===== src/rtl/addsub_arbiter_if.sv =====
// Bundle for the two request ports, the shared adder/subtractor connection
// and the response channel of addsub_arbiter.
interface addsub_arbiter_if #(
    parameter int W = 4
);
    logic         r0_valid;
    logic         r0_ready;
    logic         r0_sub;
    logic [W-1:0] r0_a;
    logic [W-1:0] r0_b;

    logic         r1_valid;
    logic         r1_ready;
    logic         r1_sub;
    logic [W-1:0] r1_a;
    logic [W-1:0] r1_b;

    logic [W-1:0] unit_a;
    logic [W-1:0] unit_b;
    logic         unit_sub;
    logic [W-1:0] unit_d;
    logic         unit_ovf;

    logic         rsp_valid;
    logic         rsp_ready;
    logic         rsp_id;
    logic [W-1:0] rsp_d;
    logic         rsp_ovf;

    // Arbiter side: takes requests and unit results, drives grants, unit operands, responses.
    modport slave (
        input  r0_valid, r0_sub, r0_a, r0_b,
        input  r1_valid, r1_sub, r1_a, r1_b,
        output r0_ready, r1_ready,
        output unit_a, unit_b, unit_sub,
        input  unit_d, unit_ovf,
        output rsp_valid, rsp_id, rsp_d, rsp_ovf,
        input  rsp_ready
    );

    modport master (
        output r0_valid, r0_sub, r0_a, r0_b,
        output r1_valid, r1_sub, r1_a, r1_b,
        input  r0_ready, r1_ready,
        input  unit_a, unit_b, unit_sub,
        output unit_d, unit_ovf,
        input  rsp_valid, rsp_id, rsp_d, rsp_ovf,
        output rsp_ready
    );
endinterface


===== src/rtl/addsub_arbiter.sv =====
// Round-robin arbiter sharing one combinational adder/subtractor between two
// requesters; each op runs IDLE -> EXEC -> RESP and returns a tagged response.
//
//   state | meaning
//   IDLE  | waiting for a request; ready offered to the round-robin winner
//   EXEC  | op registers drive the shared unit; result captured at the edge
//   RESP  | response held until the consumer takes it
module addsub_arbiter #(
    parameter int W = 4
) (
    input  logic            clk,
    input  logic            rst,
    addsub_arbiter_if.slave bus
);
    typedef enum logic [1:0] {
        IDLE = 2'd0,
        EXEC = 2'd1,
        RESP = 2'd2
    } state_t;

    state_t       state_q;
    logic         last_q;
    logic         id_q;
    logic         sub_q;
    logic [W-1:0] a_q;
    logic [W-1:0] b_q;
    logic         rsp_valid_q;
    logic [W-1:0] rsp_d_q;
    logic         rsp_ovf_q;

    logic grant0_d;
    logic grant1_d;

    // On a tie the requester that was not served last wins.
    always_comb begin
        grant0_d = bus.r0_valid && (!bus.r1_valid || last_q);
        grant1_d = bus.r1_valid && (!bus.r0_valid || !last_q);
    end

    assign bus.r0_ready  = (state_q == IDLE) && grant0_d;
    assign bus.r1_ready  = (state_q == IDLE) && grant1_d;

    assign bus.unit_a    = a_q;
    assign bus.unit_b    = b_q;
    assign bus.unit_sub  = sub_q;

    assign bus.rsp_valid = rsp_valid_q;
    assign bus.rsp_id    = id_q;
    assign bus.rsp_d     = rsp_d_q;
    assign bus.rsp_ovf   = rsp_ovf_q;

    always_ff @(posedge clk or posedge rst) begin
        if (rst) begin
            state_q     <= IDLE;
            last_q      <= 1'b1;
            id_q        <= 1'b0;
            sub_q       <= 1'b0;
            a_q         <= '0;
            b_q         <= '0;
            rsp_valid_q <= 1'b0;
            rsp_d_q     <= '0;
            rsp_ovf_q   <= 1'b0;
        end else begin
            case (state_q)
                IDLE: begin
                    if (grant0_d) begin
                        sub_q   <= bus.r0_sub;
                        a_q     <= bus.r0_a;
                        b_q     <= bus.r0_b;
                        last_q  <= 1'b0;
                        id_q    <= 1'b0;
                        state_q <= EXEC;
                    end else if (grant1_d) begin
                        sub_q   <= bus.r1_sub;
                        a_q     <= bus.r1_a;
                        b_q     <= bus.r1_b;
                        last_q  <= 1'b1;
                        id_q    <= 1'b1;
                        state_q <= EXEC;
                    end
                end
                EXEC: begin
                    rsp_d_q     <= bus.unit_d;
                    rsp_ovf_q   <= bus.unit_ovf;
                    rsp_valid_q <= 1'b1;
                    state_q     <= RESP;
                end
                RESP: begin
                    if (bus.rsp_ready) begin
                        rsp_valid_q <= 1'b0;
                        state_q     <= IDLE;
                    end
                end
                default: state_q <= IDLE;
            endcase
        end
    end
endmodule


===== src/flat_wrapper.sv =====
// flat-port wrapper written by rule: the top's interface ports become plain ports
module addsub_arbiter_flat 
#(
    parameter int W = 4
)
  (clk, rst, bus_r0_valid, bus_r0_sub, bus_r0_a, bus_r0_b, bus_r1_valid, bus_r1_sub, bus_r1_a, bus_r1_b, bus_r0_ready, bus_r1_ready, bus_unit_a, bus_unit_b, bus_unit_sub, bus_unit_d, bus_unit_ovf, bus_rsp_valid, bus_rsp_id, bus_rsp_d, bus_rsp_ovf, bus_rsp_ready);
  addsub_arbiter_if #(.W(W)) bus_i ();
  input  logic clk;
  input  logic rst;
  input wire logic [$bits(bus_i.r0_valid)-1:0] bus_r0_valid;
  input wire logic [$bits(bus_i.r0_sub)-1:0] bus_r0_sub;
  input wire logic [$bits(bus_i.r0_a)-1:0] bus_r0_a;
  input wire logic [$bits(bus_i.r0_b)-1:0] bus_r0_b;
  input wire logic [$bits(bus_i.r1_valid)-1:0] bus_r1_valid;
  input wire logic [$bits(bus_i.r1_sub)-1:0] bus_r1_sub;
  input wire logic [$bits(bus_i.r1_a)-1:0] bus_r1_a;
  input wire logic [$bits(bus_i.r1_b)-1:0] bus_r1_b;
  output wire logic [$bits(bus_i.r0_ready)-1:0] bus_r0_ready;
  output wire logic [$bits(bus_i.r1_ready)-1:0] bus_r1_ready;
  output wire logic [$bits(bus_i.unit_a)-1:0] bus_unit_a;
  output wire logic [$bits(bus_i.unit_b)-1:0] bus_unit_b;
  output wire logic [$bits(bus_i.unit_sub)-1:0] bus_unit_sub;
  input wire logic [$bits(bus_i.unit_d)-1:0] bus_unit_d;
  input wire logic [$bits(bus_i.unit_ovf)-1:0] bus_unit_ovf;
  output wire logic [$bits(bus_i.rsp_valid)-1:0] bus_rsp_valid;
  output wire logic [$bits(bus_i.rsp_id)-1:0] bus_rsp_id;
  output wire logic [$bits(bus_i.rsp_d)-1:0] bus_rsp_d;
  output wire logic [$bits(bus_i.rsp_ovf)-1:0] bus_rsp_ovf;
  input wire logic [$bits(bus_i.rsp_ready)-1:0] bus_rsp_ready;
  assign bus_i.r0_valid = bus_r0_valid;
  assign bus_i.r0_sub = bus_r0_sub;
  assign bus_i.r0_a = bus_r0_a;
  assign bus_i.r0_b = bus_r0_b;
  assign bus_i.r1_valid = bus_r1_valid;
  assign bus_i.r1_sub = bus_r1_sub;
  assign bus_i.r1_a = bus_r1_a;
  assign bus_i.r1_b = bus_r1_b;
  assign bus_r0_ready = bus_i.r0_ready;
  assign bus_r1_ready = bus_i.r1_ready;
  assign bus_unit_a = bus_i.unit_a;
  assign bus_unit_b = bus_i.unit_b;
  assign bus_unit_sub = bus_i.unit_sub;
  assign bus_i.unit_d = bus_unit_d;
  assign bus_i.unit_ovf = bus_unit_ovf;
  assign bus_rsp_valid = bus_i.rsp_valid;
  assign bus_rsp_id = bus_i.rsp_id;
  assign bus_rsp_d = bus_i.rsp_d;
  assign bus_rsp_ovf = bus_i.rsp_ovf;
  assign bus_i.rsp_ready = bus_rsp_ready;
  addsub_arbiter #(.W(W)) u_core (.clk(clk), .rst(rst), .bus(bus_i));
endmodule

===== config.mk =====
export PLATFORM = sky130hd
export DESIGN_NAME = addsub_arbiter_flat
export DESIGN_NICKNAME = d
export VERILOG_FILES = /design/src/rtl/addsub_arbiter_if.sv /design/src/rtl/addsub_arbiter.sv /design/src/flat_wrapper.sv
export SDC_FILE = /design/constraint.sdc
export NUM_CORES = 1
export LEC_CHECK = 0
export CAP_MARGIN = 30
export CORE_MARGIN = 2
export CORE_UTILIZATION = 40
export DETAILED_ROUTE_END_ITERATION = 6
export GPL_ROUTABILITY_DRIVEN = 0
export PLACE_DENSITY = 0.79
export SLEW_MARGIN = 10
export SYNTH_ARGS = -nofsm -noshare
export SYNTH_HDL_FRONTEND = slang
export SYNTH_SLANG_ARGS = --single-unit

===== constraint.sdc =====
create_clock -name clk -period 2.2 [get_ports clk]
set_input_delay 0.33 -clock clk [delete_from_list [all_inputs] [get_ports clk]]
set_output_delay 0.33 -clock clk [all_outputs]
set_load 0.03 [all_outputs]

==> summary.md, run 1 <==
| Metric | Value |
|---|---|
| Vias in the first global route | `745` |
| Die Area | `2630 µm²` |
| Hold Fails Final Rpt | `0` |
| Run status | `completed` |
| Required time of the worst setup path | `1.87 ns` |
| Inserted Clock Buffers | `3` |
| Post-synthesis sequential area ratio | `53.4%` |
| Overall global routing resource usage | `17.4%` |
| Final net count | `160` |
| Slew HR | `53.2%` |
| I/O pins | `46` |
| Crit path buf inv count | `1` |
| Crit-path leading delay family | `flip-flops` |
| Met3 routed WL | `218 µm` |
| Share of cells above drive strength 1 | `13.7%` |
| Leading area contributor after synthesis | `dfrtp_1` |
| Vias | `831` |
| Critical path launch point | `u_core.last_q` |
| Initial Util | `41.2%` |
| Power per standard cell area | `1430 nW/µm²` |
| DRC | `0` |
| Clk Latency, worst-skew pair | `0.30 ns` |
| Die W | `51.3 µm` |
| Final Instance Count excl. Fillers | `159` |
| Max capacitance violation total | `0` |
| Std-Cell Rows | `17` |
| Worst-path clk slew | `0.11 ns` |
| Post-Synthesis Cells | `86` |
| Clk sink count | `19` |
| CP Data Arrival Time | `1.58 ns` |
| Critical Path Max Stage Delay | `0.58 ns` |
| Initial antenna violation count | `0` |
| Setup bufs post-CTS | `0` |
| Worst slack, placed | `0.365 ns` |
| Synthesized area | `893 µm²` |
| Crit-path cells | `nand2b_1 -> and3_1 -> buf_4` |
| ANT cells | `0` |
| Top FF cell, synth | `dfrtp_1` |
| Finished layout cell area | `1380 µm²` |
| Post-CTS sizing | `0` |
| Final Cycle Share | `86.6%` |
| Max Fclk | `525 MHz` |
| IO Port Bufs | `45` |
| RSZ-0062 raised after global routing | `no` |
| Ranking of synthesized cells by area | `dfrtp_1 (50%), a21oi_1 (6.7%), a31oi_1 (6.3%)` |
| Synthesis-to-finish area growth | `54.1%` |
| R2r endpoint | `u_core.bus.rsp_id` |
| CP Capture Type | `primary output` |
| Leak Pwr | `0.557 nW` |
| Clock tree buffer depth | `2` |
| Routed Antenna Nets | `0` |
| Post-route setup slack | `0.295 ns` |
| Reg-to-reg slack, setup | `0.82 ns` |
| Crit Path Max Fanout | `10` |
| Levels on crit path | `3` |
| Most frequent cells after synthesis | `dfrtp_1 (18), a21oi_1 (12), a31oi_1 (9), nand3_1 (9), o21ai_0 (9)` |
| Mean Syn Cell Area | `10.4 µm²` |
| Final Max Slew Viols | `0` |
| Worst-case reg-to-reg path depth | `3` |
| Vias per cell | `5.23` |
| Skew final | `0.00854 ns` |
| Worst reg2reg path startpoint | `u_core.last_q` |
| Warnings from Yosys | `0` |
| Most frequent cell after synthesis | `dfrtp_1` |
| Total power draw | `0.00197 W` |
| Crit start category | `flop` |
| Dpl cells | `155` |
| Core Area | `2170 µm²` |
| Synth cell types | `22` |
| CP endpoint | `bus_r0_ready` |
| Share of the synthesized area in the top cell type | `50.4%` |
| Crit Path Category | `reg2out` |
| Mean routed wirelength per cell | `13.7 µm` |
| DRT Pass-1 Iters | `4` |
| Seq cells post-synth | `19` |
| Worst min path class | `in2async` |
| Initial drt markers | `16` |
| Post-DP HPWL | `1.62 mm` |
| Routed WL | `2.18 mm` |
| Metal2 WL | `1.08 mm` |
| Synth async-reset ratio | `100%` |
| First-pass GRT wire length | `3.39 mm` |
| Hold buffers post-CTS | `0` |
| Largest net degree at the start of global routing | `20` |
| Clock H-tree levels | `1` |
| CTS tree | `yes` |
| Synthesized net count | `114` |
| Worst Max-Slew Pin Slew | `0.701 ns` |
| Max IR drop VDD | `0.000701 V` |
| Die Y | `51.3 µm` |
| DP Area | `1350 µm²` |
| Post-synth EDFFs | `0` |
| Setup violations, final | `0` |
| Clock root cell | `clkbuf_4` |
| Top sig layer | `met4` |
| Global route overflow | `0` |
| Setup TNS | `0 ns` |
| CP max stage cell | `dfstp_2` |
| Routed metal-1 wirelength | `867 µm` |
| Min Tclk post-route | `1.91 ns` |
worst register-to-register path, stage by stage, from the launching register on:
cell      delay (ns)
dfstp_2         0.58
nand2b_1        0.32
and3_1          0.23
o21ba_2         0.15
power by group:
part / leakage [nW] / switching [W] / internal, W / total (W)
Clock: 0.0177 / 0.000107 / 0.0000677 / 0.000174
Sequential: 0.218 / 0.000108 / 0.000535 / 0.000643
Combinational: 0.321 / 0.000631 / 0.000520 / 0.00115
Total: 0.557 / 0.000846 / 0.00112 / 0.00197
stage by stage:
| step | hold slack, ns | util, % |
|---|---|---|
| 6_report | 0.434 | 63.4 |
| 5_1_grt | 0.504 | 63.4 |
| 3_3_place_gp | 0.488 | 62.2 |
| 2_1_floorplan | 0.280 | - |
| 4_1_cts | 0.465 | 63.4 |
| 3_5_place_dp | 0.495 | 62.2 |
cell type report:
type,instances,area (µm²)
fill,200,793
clock inverter,1,5.00
sequential,19,477
multi-input combinational,58,365
inverter,3,11.3
tap,28,35.0
clock buffer,3,22.5
timing repair buffer,47,460
cell families after synthesis:
kind of cell,count (synthesis),share of synthesized area [%]
buffers and inverters,9,5.74
AND/OR/NAND/NOR,21,13.0
flip-flops,19,53.4
multiplexers,5,6.30
AO/OA/AOI/OAI,32,21.6
cell usage in the layout (no fill, tap or decap), types with 3 or more instances in the layout:
cell type,netlist,final
clkdlybuf4s50_1,0,43
clkbuf_4,0,3
a21oi_1,12,12
dfrtp_1,18,18
nand3_1,9,9
mux2_2,5,5
o21ai_0,9,9
inv_1,3,3
a31oi_1,9,9
buf_4,0,4
worst min path at each step:
stage | from | end | slack [ns] | cells past startpoint
after floorplan | rst | u_core.bus.rsp_d[0] | 0.28 | 1
after global placement | u_core.bus.rsp_d[0] | u_core.bus.rsp_d[0] | 0.49 | 1
after detailed placement | u_core.bus.rsp_ovf | u_core.bus.rsp_ovf | 0.49 | 1
after CTS | rst | u_core.bus.rsp_d[0] | 0.46 | 2
after global routing | rst | u_core.bus.rsp_d[3] | 0.50 | 2
final | rst | u_core.bus.rsp_d[0] | 0.43 | 2
sequential cells by signal, summed over array words and instances, names as in the netlist:
name	flops
u_core.bus.unit_sub	1
u_core.state_q	2
u_core.bus.rsp_d	4
u_core.bus.rsp_valid	1
u_core.bus.unit_a	4
u_core.bus.rsp_id	1
u_core.bus.rsp_ovf	1
u_core.bus.unit_b	4
u_core.last_q	1
routing by layer:
| layer | up-vias | track usage [%] |
|---|---|---|
| met5 | - | 0 |
| met4 | 0 | 5.26 |
| met3 | 2 | 3.80 |
| met2 | 51 | 30.7 |
| met1 | 377 | 21.2 |
| li1 | 401 | - |
Note: power is estimated with default switching activity, not from simulation.
==> inputs of run 2 (changes only) <==
ABC_CLOCK_PERIOD_IN_PS = 2200   (was not set)
==> results of run 2 <==
The final DEF is identical to that of run 1; final timing and power are the same.
==> inputs of run 3 (changes only) <==
CAP_MARGIN = 40   (was 30)
CELL_PAD_IN_SITES_DETAIL_PLACEMENT = 1   (was not set)
CELL_PAD_IN_SITES_GLOBAL_PLACEMENT = 1   (was not set)
CORE_MARGIN = not set   (was 2)
CORE_UTILIZATION = 30   (was 40)
PLACE_DENSITY = 0.81   (was 0.79)
==> summary.md, run 3 (synthesis gave the netlist of run 1 again) <==
| Metric | Value |
|---|---|
| Run status | `completed` |
| Hold buffers post-CTS | `0` |
| Die Area | `3200 µm²` |
| Max Fclk | `576 MHz` |
| Worst-case reg-to-reg path depth | `2` |
| R2r endpoint | `u_core.bus.rsp_ovf` |
| Core Area | `2780 µm²` |
| Worst slack, placed | `0.394 ns` |
| CP Capture Type | `primary output` |
| Setup bufs post-CTS | `0` |
| Critical path launch point | `u_core.state_q[1]` |
| Critical Path Max Stage Delay | `0.44 ns` |
| Fill cells | `324` |
| Worst reg2reg path startpoint | `u_core.state_q[1]` |
| Min Tclk post-route | `1.74 ns` |
| Clk Latency, worst-skew pair | `0.30 ns` |
| Crit path buf inv count | `2` |
| Vias in the first global route | `870` |
| RSZ-0062 raised after global routing | `no` |
| Leak Pwr | `0.561 nW` |
| Reg area | `477 µm²` |
| DRT Pass-1 Iters | `4` |
| Clock tree buffer depth | `2` |
| Clk sink count | `19` |
| Share of cells above drive strength 1 | `14.4%` |
| Most frequent cells in the layout | `clkdlybuf4s50_1 (43), dfrtp_1 (18), a21oi_1 (12)` |
| Setup TNS | `0 ns` |
| Final Cycle Share | `78.9%` |
| Die Y | `56.6 µm` |
| Reg-to-reg slack, setup | `0.86 ns` |
| Most common cell after layout, fill and taps aside | `clkdlybuf4s50_1` |
| CP max stage cell | `dfrtp_1` |
| IO Port Bufs | `45` |
| Inserted Clock Buffers | `3` |
| Routed WL | `2.45 mm` |
| Hold Fails Final Rpt | `0` |
| Crit Path Category | `reg2out` |
| Crit Path Max Fanout | `14` |
| Most frequent cell on the critical path | `buf_4` |
| Die W | `56.6 µm` |
| DRC | `0` |
| Initial antenna violation count | `0` |
| Global route overflow | `0` |
| Crit start category | `flop` |
| Max capacitance violation total | `0` |
| ANT cells | `0` |
| Worst Max-Slew Pin Slew | `0.729 ns` |
| Slew HR | `51.4%` |
| Vias per cell | `5.09` |
| Std-Cell Rows | `19` |
| Worst-path clk slew | `0.11 ns` |
| Max IR drop VDD | `0.000752 V` |
| CP Data Arrival Time | `1.41 ns` |
| Crit-path cells | `nor2_1 -> buf_4 -> and3_1 -> buf_4` |
| Initial drt markers | `12` |
| Power per standard cell area | `1450 nW/µm²` |
| Mean routed wirelength per cell | `15.1 µm` |
| Largest net degree at the start of global routing | `20` |
| Skew final | `0.00150 ns` |
| Vias | `829` |
| Clock root cell | `clkbuf_4` |
| Worst min path class | `in2async` |
| Post-DP HPWL | `1.85 mm` |
| Setup violations, final | `0` |
| First-pass GRT wire length | `4.02 mm` |
| I/O pins | `46` |
| Final Max Slew Viols | `0` |
| Post-route setup slack | `0.465 ns` |
| Initial Util | `32.1%` |
| Footprint of the multi-input gates | `365 µm²` |
| Crit-path leading delay family | `flip-flops` |
| Final net count | `161` |
| Clock H-tree levels | `1` |
| Synthesis-to-finish area growth | `55.3%` |
| Required time of the worst setup path | `1.87 ns` |
| Overall global routing resource usage | `16.5%` |
| Routed Antenna Nets | `0` |
| Post-CTS sizing | `0` |
| CTS tree | `yes` |
-- run 3: power breakdown --
part	switching [W]	leakage, nW	internal, W
clock	0.000116	0.0177	0.0000679
combinational	0.000648	0.325	0.000526
sequential	0.000117	0.218	0.000535
total	0.000880	0.561	0.00113
-- run 3: layout make-up --
class                           count  share of cell area, %
Clock buffer                        3                   1.62
Multi-Input combinational cell     58                   26.3
Sequential cell                    19                   34.4
Tap cell                           31                   2.80
Clock inverter                      1                  0.361
Timing Repair Buffer               48                   33.7
Inverter                            3                  0.812
-- run 3: worst max-delay path by stage --
stage                            to  cells past startpoint
3_3_place_gp   u_core.bus.unit_a[3]                      4
5_1_grt                bus_r0_ready                      4
6_report               bus_r1_ready                      4
4_1_cts                bus_r1_ready                      4
3_5_place_dp    u_core.bus.unit_sub                      5
2_1_floorplan          bus_r0_ready                      3
-- run 3: per-stage QoR --
step	instances	utilization (%)	hold WS (ns)	power, W	area [µm²]
after floorplan	86	-	0.280	0.00137	893
after global placement	159	48.9	0.490	0.00180	1360
after detailed placement	159	48.9	0.497	0.00183	1360
after CTS	163	49.9	0.462	0.00202	1390
after global routing	163	49.9	0.495	0.00213	1390
final	163	49.9	0.432	0.00201	1390
-- run 3: worst register-to-register path, delay by kind of cell (launching register included) --
kind             cells  cell delay, ns
DFF                  1            0.44
muxes                1            0.40
and+or+nand+nor      1            0.40
-- run 3: layer usage --
metal  global-route usage, %  wire, µm  vias to the layer above
met5                       0         0                        -
met1                    21.8      1120                      385
met4                    9.76        48                        0
met3                    4.38       167                        5
li1                        -         -                      404
met2                    24.0      1120                       35
